`config.mk`:
```
export PLATFORM = sky130hd
export DESIGN_NAME = multi_cycle_controller
export DESIGN_NICKNAME = d
export VERILOG_FILES = /design/src/rtl/riscv_ctrl_pkg.sv /design/src/rtl/alu_decoder.sv /design/src/rtl/multi_cycle_controller.sv
export SDC_FILE = /design/constraint.sdc
export NUM_CORES = 1
export LEC_CHECK = 0
export BUFFER_PORTS_ARGS = -buffer_cell sky130_fd_sc_hd__clkbuf_2
export CAP_MARGIN = 20
export CORE_AREA = 4 4 41 43
export CTS_BUF_LIST = sky130_fd_sc_hd__clkbuf_4 sky130_fd_sc_hd__clkbuf_8
export CTS_CLUSTER_DIAMETER = 200
export DETAILED_ROUTE_END_ITERATION = 6
export DIE_AREA = 0 0 45 47
export HOLD_SLACK_MARGIN = 0.03
export PLACE_DENSITY = 0.86
export SLEW_MARGIN = 10
export SYNTH_ARGS = -nofsm -noshare
export SYNTH_HDL_FRONTEND = slang
export SYNTH_SLANG_ARGS = --single-unit
```
`constraint.sdc`:
```
create_clock -name CLK -period 2.9 [get_ports CLK]
set_input_delay 0.145 -clock CLK [delete_from_list [all_inputs] [get_ports CLK]]
set_output_delay 0.145 -clock CLK [all_outputs]
set_load 0.03 [all_outputs]
```
`src/rtl/riscv_ctrl_pkg.sv`:
```
// riscv_ctrl_pkg: shared encodings for the multi-cycle RV32I controller.
// Holds the state, opcode, ALU and datapath-select codes.
package riscv_ctrl_pkg;
    typedef enum logic [3:0] {
        S_FETCH    = 4'd0,
        S_DECODE   = 4'd1,
        S_MEMADR   = 4'd2,
        S_MEMREAD  = 4'd3,
        S_MEMWB    = 4'd4,
        S_MEMWRITE = 4'd5,
        S_EXECUTER = 4'd6,
        S_EXECUTEI = 4'd7,
        S_ALUWB    = 4'd8,
        S_BRANCH   = 4'd9,
        S_JAL      = 4'd10
    } state_t;

    localparam logic [6:0] OP_LW  = 7'b0000011;
    localparam logic [6:0] OP_SW  = 7'b0100011;
    localparam logic [6:0] OP_R   = 7'b0110011;
    localparam logic [6:0] OP_I   = 7'b0010011;
    localparam logic [6:0] OP_BR  = 7'b1100011;
    localparam logic [6:0] OP_JAL = 7'b1101111;

    localparam logic [1:0] ALUOP_ADD   = 2'b00;
    localparam logic [1:0] ALUOP_SUB   = 2'b01;
    localparam logic [1:0] ALUOP_FUNCT = 2'b10;

    localparam logic [2:0] ALU_ADD = 3'b000;
    localparam logic [2:0] ALU_SUB = 3'b001;
    localparam logic [2:0] ALU_AND = 3'b010;
    localparam logic [2:0] ALU_OR  = 3'b011;
    localparam logic [2:0] ALU_SLT = 3'b101;

    localparam logic [1:0] RES_ALUOUT    = 2'b00;
    localparam logic [1:0] RES_DATA      = 2'b01;
    localparam logic [1:0] RES_ALURESULT = 2'b10;

    localparam logic [1:0] SRCA_PC    = 2'b00;
    localparam logic [1:0] SRCA_OLDPC = 2'b01;
    localparam logic [1:0] SRCA_A     = 2'b10;

    localparam logic [1:0] SRCB_WD   = 2'b00;
    localparam logic [1:0] SRCB_IMM  = 2'b01;
    localparam logic [1:0] SRCB_FOUR = 2'b10;

    localparam logic [1:0] IMM_I = 2'b00;
    localparam logic [1:0] IMM_S = 2'b01;
    localparam logic [1:0] IMM_B = 2'b10;
    localparam logic [1:0] IMM_J = 2'b11;
endpackage

```
`src/rtl/alu_decoder.sv`:
```
// alu_decoder: maps ALUOp plus instruction function bits to an ALU operation.
module alu_decoder
    import riscv_ctrl_pkg::*;
(
    input  logic [1:0] alu_op,
    input  logic [2:0] funct3,
    input  logic       op5,
    input  logic       funct7,
    output logic [2:0] alu_control
);
    logic [2:0] funct_ctrl;

    always_comb begin
        case (funct3)
            3'b000:  funct_ctrl = (op5 && funct7) ? ALU_SUB : ALU_ADD;
            3'b010:  funct_ctrl = ALU_SLT;
            3'b110:  funct_ctrl = ALU_OR;
            3'b111:  funct_ctrl = ALU_AND;
            default: funct_ctrl = ALU_ADD;
        endcase
        alu_control = (alu_op == ALUOP_FUNCT) ? funct_ctrl :
                      (alu_op == ALUOP_SUB)   ? ALU_SUB    : ALU_ADD;
    end
endmodule

```
`src/rtl/multi_cycle_controller.sv`:
```
// multi_cycle_controller: Moore control FSM for the multi-cycle RV32I core.
// Define CTRL_BNE_EN to let BRANCH also take bne (funct3 001).
module multi_cycle_controller
    import riscv_ctrl_pkg::*;
(
    input  logic       CLK,
    input  logic       RESET,
    input  logic [6:0] OP,
    input  logic [2:0] funct3,
    input  logic       funct7,
    input  logic       Zero,
    output logic       PCWrite,
    output logic       AdrSrc,
    output logic       MemWrite,
    output logic       IRWrite,
    output logic       RegWrite,
    output logic [1:0] ResultSrc,
    output logic [1:0] ALUSrcA,
    output logic [1:0] ALUSrcB,
    output logic [1:0] ImmSrc,
    output logic [2:0] ALUControl,
    output logic [3:0] State
);
    state_t     state_q, state_d;
    logic [1:0] alu_op;
    logic       pc_update, branch, take, ir_write, reg_write, mem_write;

    always_ff @(posedge CLK or negedge RESET)
        if (!RESET) state_q <= S_FETCH;
        else        state_q <= state_d;

    always_comb begin
        state_d   = S_FETCH;
        pc_update = 1'b0;
        branch    = 1'b0;
        ir_write  = 1'b0;
        reg_write = 1'b0;
        mem_write = 1'b0;
        AdrSrc    = 1'b0;
        ResultSrc = RES_ALUOUT;
        ALUSrcA   = SRCA_PC;
        ALUSrcB   = SRCB_WD;
        alu_op    = ALUOP_ADD;
        case (state_q)
            S_FETCH: begin
                state_d   = S_DECODE;
                ir_write  = 1'b1;
                pc_update = 1'b1;
                ALUSrcB   = SRCB_FOUR;
                ResultSrc = RES_ALURESULT;
            end
            S_DECODE: begin
                ALUSrcA = SRCA_OLDPC;
                ALUSrcB = SRCB_IMM;
                case (OP)
                    OP_LW, OP_SW: state_d = S_MEMADR;
                    OP_R:         state_d = S_EXECUTER;
                    OP_I:         state_d = S_EXECUTEI;
                    OP_BR:        state_d = S_BRANCH;
                    OP_JAL:       state_d = S_JAL;
                    default:      state_d = S_FETCH;
                endcase
            end
            S_MEMADR: begin
                state_d = (OP == OP_LW) ? S_MEMREAD : S_MEMWRITE;
                ALUSrcA = SRCA_A;
                ALUSrcB = SRCB_IMM;
            end
            S_MEMREAD: begin
                state_d = S_MEMWB;
                AdrSrc  = 1'b1;
            end
            S_MEMWB: begin
                ResultSrc = RES_DATA;
                reg_write = 1'b1;
            end
            S_MEMWRITE: begin
                AdrSrc    = 1'b1;
                mem_write = 1'b1;
            end
            S_EXECUTER: begin
                state_d = S_ALUWB;
                ALUSrcA = SRCA_A;
                alu_op  = ALUOP_FUNCT;
            end
            S_EXECUTEI: begin
                state_d = S_ALUWB;
                ALUSrcA = SRCA_A;
                ALUSrcB = SRCB_IMM;
                alu_op  = ALUOP_FUNCT;
            end
            S_ALUWB: reg_write = 1'b1;
            S_BRANCH: begin
                ALUSrcA = SRCA_A;
                alu_op  = ALUOP_SUB;
                branch  = 1'b1;
            end
            S_JAL: begin
                state_d   = S_ALUWB;
                ALUSrcA   = SRCA_OLDPC;
                ALUSrcB   = SRCB_FOUR;
                pc_update = 1'b1;
            end
            default: state_d = S_FETCH;
        endcase
    end

`ifdef CTRL_BNE_EN
    assign take = (funct3 == 3'b000) ? Zero : (funct3 == 3'b001) ? !Zero : 1'b0;
`else
    assign take = (funct3 == 3'b000) && Zero;
`endif

    // Enables are gated by RESET so nothing writes while reset is held.
    assign PCWrite  = RESET && (pc_update || (branch && take));
    assign IRWrite  = RESET && ir_write;
    assign RegWrite = RESET && reg_write;
    assign MemWrite = RESET && mem_write;
    assign State    = state_q;
    assign ImmSrc   = (OP == OP_SW)  ? IMM_S :
                      (OP == OP_BR)  ? IMM_B :
                      (OP == OP_JAL) ? IMM_J : IMM_I;

    alu_decoder u_alu_decoder (
        .alu_op      (alu_op),
        .funct3      (funct3),
        .op5         (OP[5]),
        .funct7      (funct7),
        .alu_control (ALUControl)
    );
endmodule
```
Word level (Yosys, flattened, before mapping) --
Index checks and enable logic that the tools add are counted.
Cells by class: reduce and logical (&&, ||, !) cells 19, mux-type cells 20, equal/unequal tests 21
Operators with widths (count):
- one-hot mux 4 bit (5 select lines) | 2
- == test 4 x 3 -> 1 bit (second input constant) | 4
- one-hot mux 2 bit (2 select lines) | 4
- == test 7 x 6 -> 1 bit (second input constant) | 2
- == test 7 bit (second input constant) | 2
- == test 4 bit (second input constant) | 3
- one-hot mux 3 bit (4 select lines) | 1
- OR reduction 2 bit | 6
- == test 4 x 2 -> 1 bit (second input constant) | 2
- 2-to-1 mux 1 bit | 8
- == test 7 x 2 -> 1 bit (second input constant) | 1
- == test 7 x 5 -> 1 bit (second input constant) | 1
- logical AND 1 bit | 7
- == test 3 bit (second input constant) | 2
- 2-to-1 mux 2 bit | 3
- 2-to-1 mux 3 bit | 2
- OR reduction 3 bit | 2
- == test 4 x 1 -> 1 bit (second input constant) | 1
- zero test 4 bit | 1
- OR reduction 4 bit | 1
- == test 3 x 2 -> 1 bit (second input constant) | 1
- zero test 3 bit | 1
- == test 2 x 1 -> 1 bit (second input constant) | 1
- == test 2 bit (second input constant) | 1
- logical OR 1 bit | 1
Storage, ports and cells: register bits 4, output and inout port bits 20

Logic depth before layout (Yosys ltp) --
depth in word-level cells 6, mapped depth 5, depth with buffers taken out 3

Modules after synthesis --
A second synthesis with hierarchy kept.
Second synthesis, totals: cell total of the unflattened synthesis 72, area total of the unflattened synthesis 539.3 um^2
By module, submodules not included:
- multi_cycle_controller | area an instance 481.7 um^2, instances 1, cells each 63, sequential area each 100.1 um^2
- alu_decoder | area an instance 57.6 um^2, instances 1, cells each 9, sequential area each 0.0 um^2

Worst setup path before layout --
Ideal clock, no wire load.
kind register to output, from reg state_q[3] (netlist: State[3]), to out IRWrite, cell stages (with the launch flop) 4, required time 2.755 ns, data arrival time 2.178 ns, setup slack 0.577 ns, cells stage by stage dfrtp_1 > clkbuf_1 > nor4_1 > and2_1
On the way: longest elaborated chain between the ends 3
Ends and longest elaborated chain:
- from (decl) | RTL line multi_cycle_controller.sv:24 | state_t state_q, state_d;
- from (signal assigned) | RTL line multi_cycle_controller.sv:30 | else state_q <= state_d;
- zero test 4 bit | RTL line multi_cycle_controller.sv:44 | case (state_q)
- 2-to-1 mux 1 bit | RTL line multi_cycle_controller.sv:44
- logical AND 1 bit | RTL line multi_cycle_controller.sv:116 | assign IRWrite = RESET && ir_write;
- to (decl) | RTL line multi_cycle_controller.sv:15 | output logic IRWrite,
Every way passes these cells.

Worst setup path in the final report --
from reg state_q[1] (netlist: State[1]), to out PCWrite
On the way: longest elaborated chain between the ends 5, elaborated cells on any way between the ends 9, classes of those cells 2 x eq/ne; 2 x mux; 5 x reduce/logical
Ends and longest elaborated chain:
- == test 4 bit or zero test 4 bit (tied branches) | RTL line multi_cycle_controller.sv:44
- OR reduction 2 bit (no line) or 2-to-1 mux 1 bit (tied branches)
- 2-to-1 mux 1 bit or logical AND 1 bit (tied branches) | RTL line multi_cycle_controller.sv:44, multi_cycle_controller.sv:115
- logical OR 1 bit (*) | RTL line multi_cycle_controller.sv:115 | assign PCWrite = RESET && (pc_update || (branch && take));
- logical AND 1 bit (*) | RTL line multi_cycle_controller.sv:115
- to (decl) | RTL line multi_cycle_controller.sv:12 | output logic PCWrite,
Every way passes the cells marked *; elsewhere a longest branch is shown, timed or not.

==> impl_results.md <==
* Fmax at between 0.5 and 0.6 GHz
* Switching Fraction at 0.5429
* Mean post-synth cell area at 7.543 um2
* CTS resizes at 0
* Share of post-route cells with drive strength above 1 at 0.3700
* Register area share after synthesis at 0.1923
* Final wirelength at between 1500 and 2000 um
* Worst EP required at 2.76 ns
* Worst hold path type: in2reg
* Flop pwr share at 0.237
* Fin nets at ~120
* Syn-to-layout area delta at 36.30%
* Fin cells at between 100 and 150
* Wirelength per Cell at around 13 um
* Drt pass-1 iters at 4
* Iter 0 DRT Violations at 10
* DP Worst Slack at 1.248 ns
* # diodes at 0
* All-Layer GR Usage at 0.1546
* DP Wirelength at 1199 um
* Clk sinks at 4
* Final Instance Area at 709.4 um2
* Leading area contributor after synthesis: dfrtp_1
* Vias in the first global route at 571
* Startpoint Class: register
* Largest vdd supply drop at 0.4107 mV
* Core area at about 1300 um2
* Hold_ws at 0.2688 ns
* Remaining antenna violation count at 0
* Largest net degree at the start of global routing at 20
* Finished Core Util at 0.5452
* Starting density of the core at 0.4000
* Final hold vios at 0
* # DRC at 0
* Yosys warns at 0
* Max Slew Vio Count at 0
* Final period util at 0.6437
* Dpl cell area at around 680 um2
* Pwr Density at 593.3 nW/um2
* GR Overflow Total at 0
* Row count at 13
* Post-synth EDFFs at 0
* CTS Buffer Depth at 2
* Comb power frac at 0.595
* CTS buffer count at 3
* Clock-pin slew on the worst setup and hold paths at 0.04 ns
* Synth top area share at 0.1923
* # setup viols final at 0
* Buffers added on ports at 33
* Die height at 47 um
* P_int at between 0.15 and 0.2 mW
* Clock Power Share at 0.168
* Sw power at 0.2285 mW
* Root buf cell: clkbuf_4
* CP Class: reg2out
* Ys flop type: dfrtp_1
* First-pass GRT wire length at 2435 um
* Initial antenna violation count at 0
* Mapped Nets at 83
* Vias post-DR at 650
* Placed insts at 111
* Setup WS post-layout at 1.033 ns
* Final min period at 1.867 ns
* Yosys cell types at 37
* CTS H-tree depth at 1
* Vias per cell at 5.652
* Max reg flops at 4
* Crit. End Element: output pin
* Clk_lat worst skew at 0.24 ns
* Slew HR at 0.6091
* Seq cells post-synth at 4
* I/O pins at 34
* Sum of negative setup slack at 0 ns
* CP arrival at 1.72 ns
* Top cells by area, synth: dfrtp_1 (19%), nor2_1 (5.0%), a211o_1 (5.0%), nor3b_1 (4.3%), and4b_1 (3.8%)
* Max cap viols at 0
* Clock Skew at 0.005285 ns
* Netlist Area Pre-Place at 520.5 um2
* Leak at 0.3572 nW
* Outcome: complete, no violations
* Async set-reset flop share out of synthesis at 1.000
* CTS tree: done
* Gate Count Post-Synth at 69
* Tot Pwr at 0.4209 mW
* Unrepaired setup endpoints after global routing: no
* Routability Congestion at 0.7819
* Die Wd at 45 um
* Worst slew pin tran at between 0.5 and 0.6 ns
* Number of fill cells at 136
* Max FO, Critical Path at 19
* Die Footprint at 2115 um2
cell type report:
class | count | area (um2) | share of cell area
timing repair buffer | 34 | 175.2 | 0.2469
sequential | 4 | 100.1 | 0.1411
inverter | 3 | 11.26 | 0.01587
tap | 15 | 18.77 | 0.02646
clock buffer | 3 | 22.52 | 0.03175
multi-input combinational | 56 | 381.6 | 0.5379
cells by family after synthesis:
kind of cell / synth area share
AND/OR/NAND/NOR: 0.4207
XOR/XNOR: 0.03366
AO/OA/AOI/OAI: 0.2789
flip-flops: 0.1923
buffers and inverters: 0.07451
metal layers:
metal	GRT usage	part of all wire
met1	0.1793	0.41
met2	0.2853	0.51
met3	0.04981	0.075
met4	0.01754	0
met5	0	0
repair_timing:
| item | 4_1_cts | 5_1_grt |
|---|---|---|
| setup buffers | 0 | 0 |
| endpoints found under the hold margin | 4 | 0 |
| hold buffers | 1 | 0 |
worst paths after layout:
path,from,endpoint,slack [ns],cells after the start
setup / recovery,State[1]$_DFF_PN0_,PCWrite,1.03,4
min in group asynchronous,RESET,State[1]$_DFF_PN0_,0.28,2
max in group asynchronous,RESET,State[0]$_DFF_PN0_,2.45,2
setup reg to reg,State[1]$_DFF_PN0_,State[1]$_DFF_PN0_,1.19,3
hold / removal,OP[6],State[1]$_DFF_PN0_,0.27,3
hold reg to reg,State[0]$_DFF_PN0_,State[0]$_DFF_PN0_,0.86,1
synthesized netlist by cell type (all sizes together), types with 2 or more instances:
master	count
nor2	7
clkbuf	4
dfrtp	4
nand2	4
a211o	3
a21boi	3
inv	3
nand2b	3
nor3	3
nor3b	3
a21oi	2
and2	2
and4b	2
buf	2
nor2b	2
o211a	2
o21ai	2
critical path, cell delays in order, from the launching register on:
cell      delay [ns]
dfrtp_1         0.59
nor4b_1         0.34
and4b_1         0.23
o211a_1         0.14
clkbuf_2        0.20
power groups by stage:
stage | clock, mW | combinational (mW) | sequential, mW
finish | 0.0706 | 0.250 | 0.0998
CTS | 0.0731 | 0.253 | 0.0991
detailed placement | 0 | 0.251 | 0.0995
global placement | 0 | 0.247 | 0.0969
floorplan | 0 | 0.181 | 0.0933
global route | 0.0786 | 0.271 | 0.104
placed cells by master, fill, tap and decap left out, drive strengths merged, types with 2 or more instances in the layout:
cell type / instances
dfrtp: 4
and2: 2
nor3b: 3
inv: 3
clkbuf: 36
a21oi: 2
nor3: 3
nor2: 7
nand2: 4
nand2b: 3
nor2b: 2
and4b: 2
o21ai: 2
a21boi: 3
a211o: 3
o211a: 2
No activity file was read; power rests on OpenSTA's default activity.
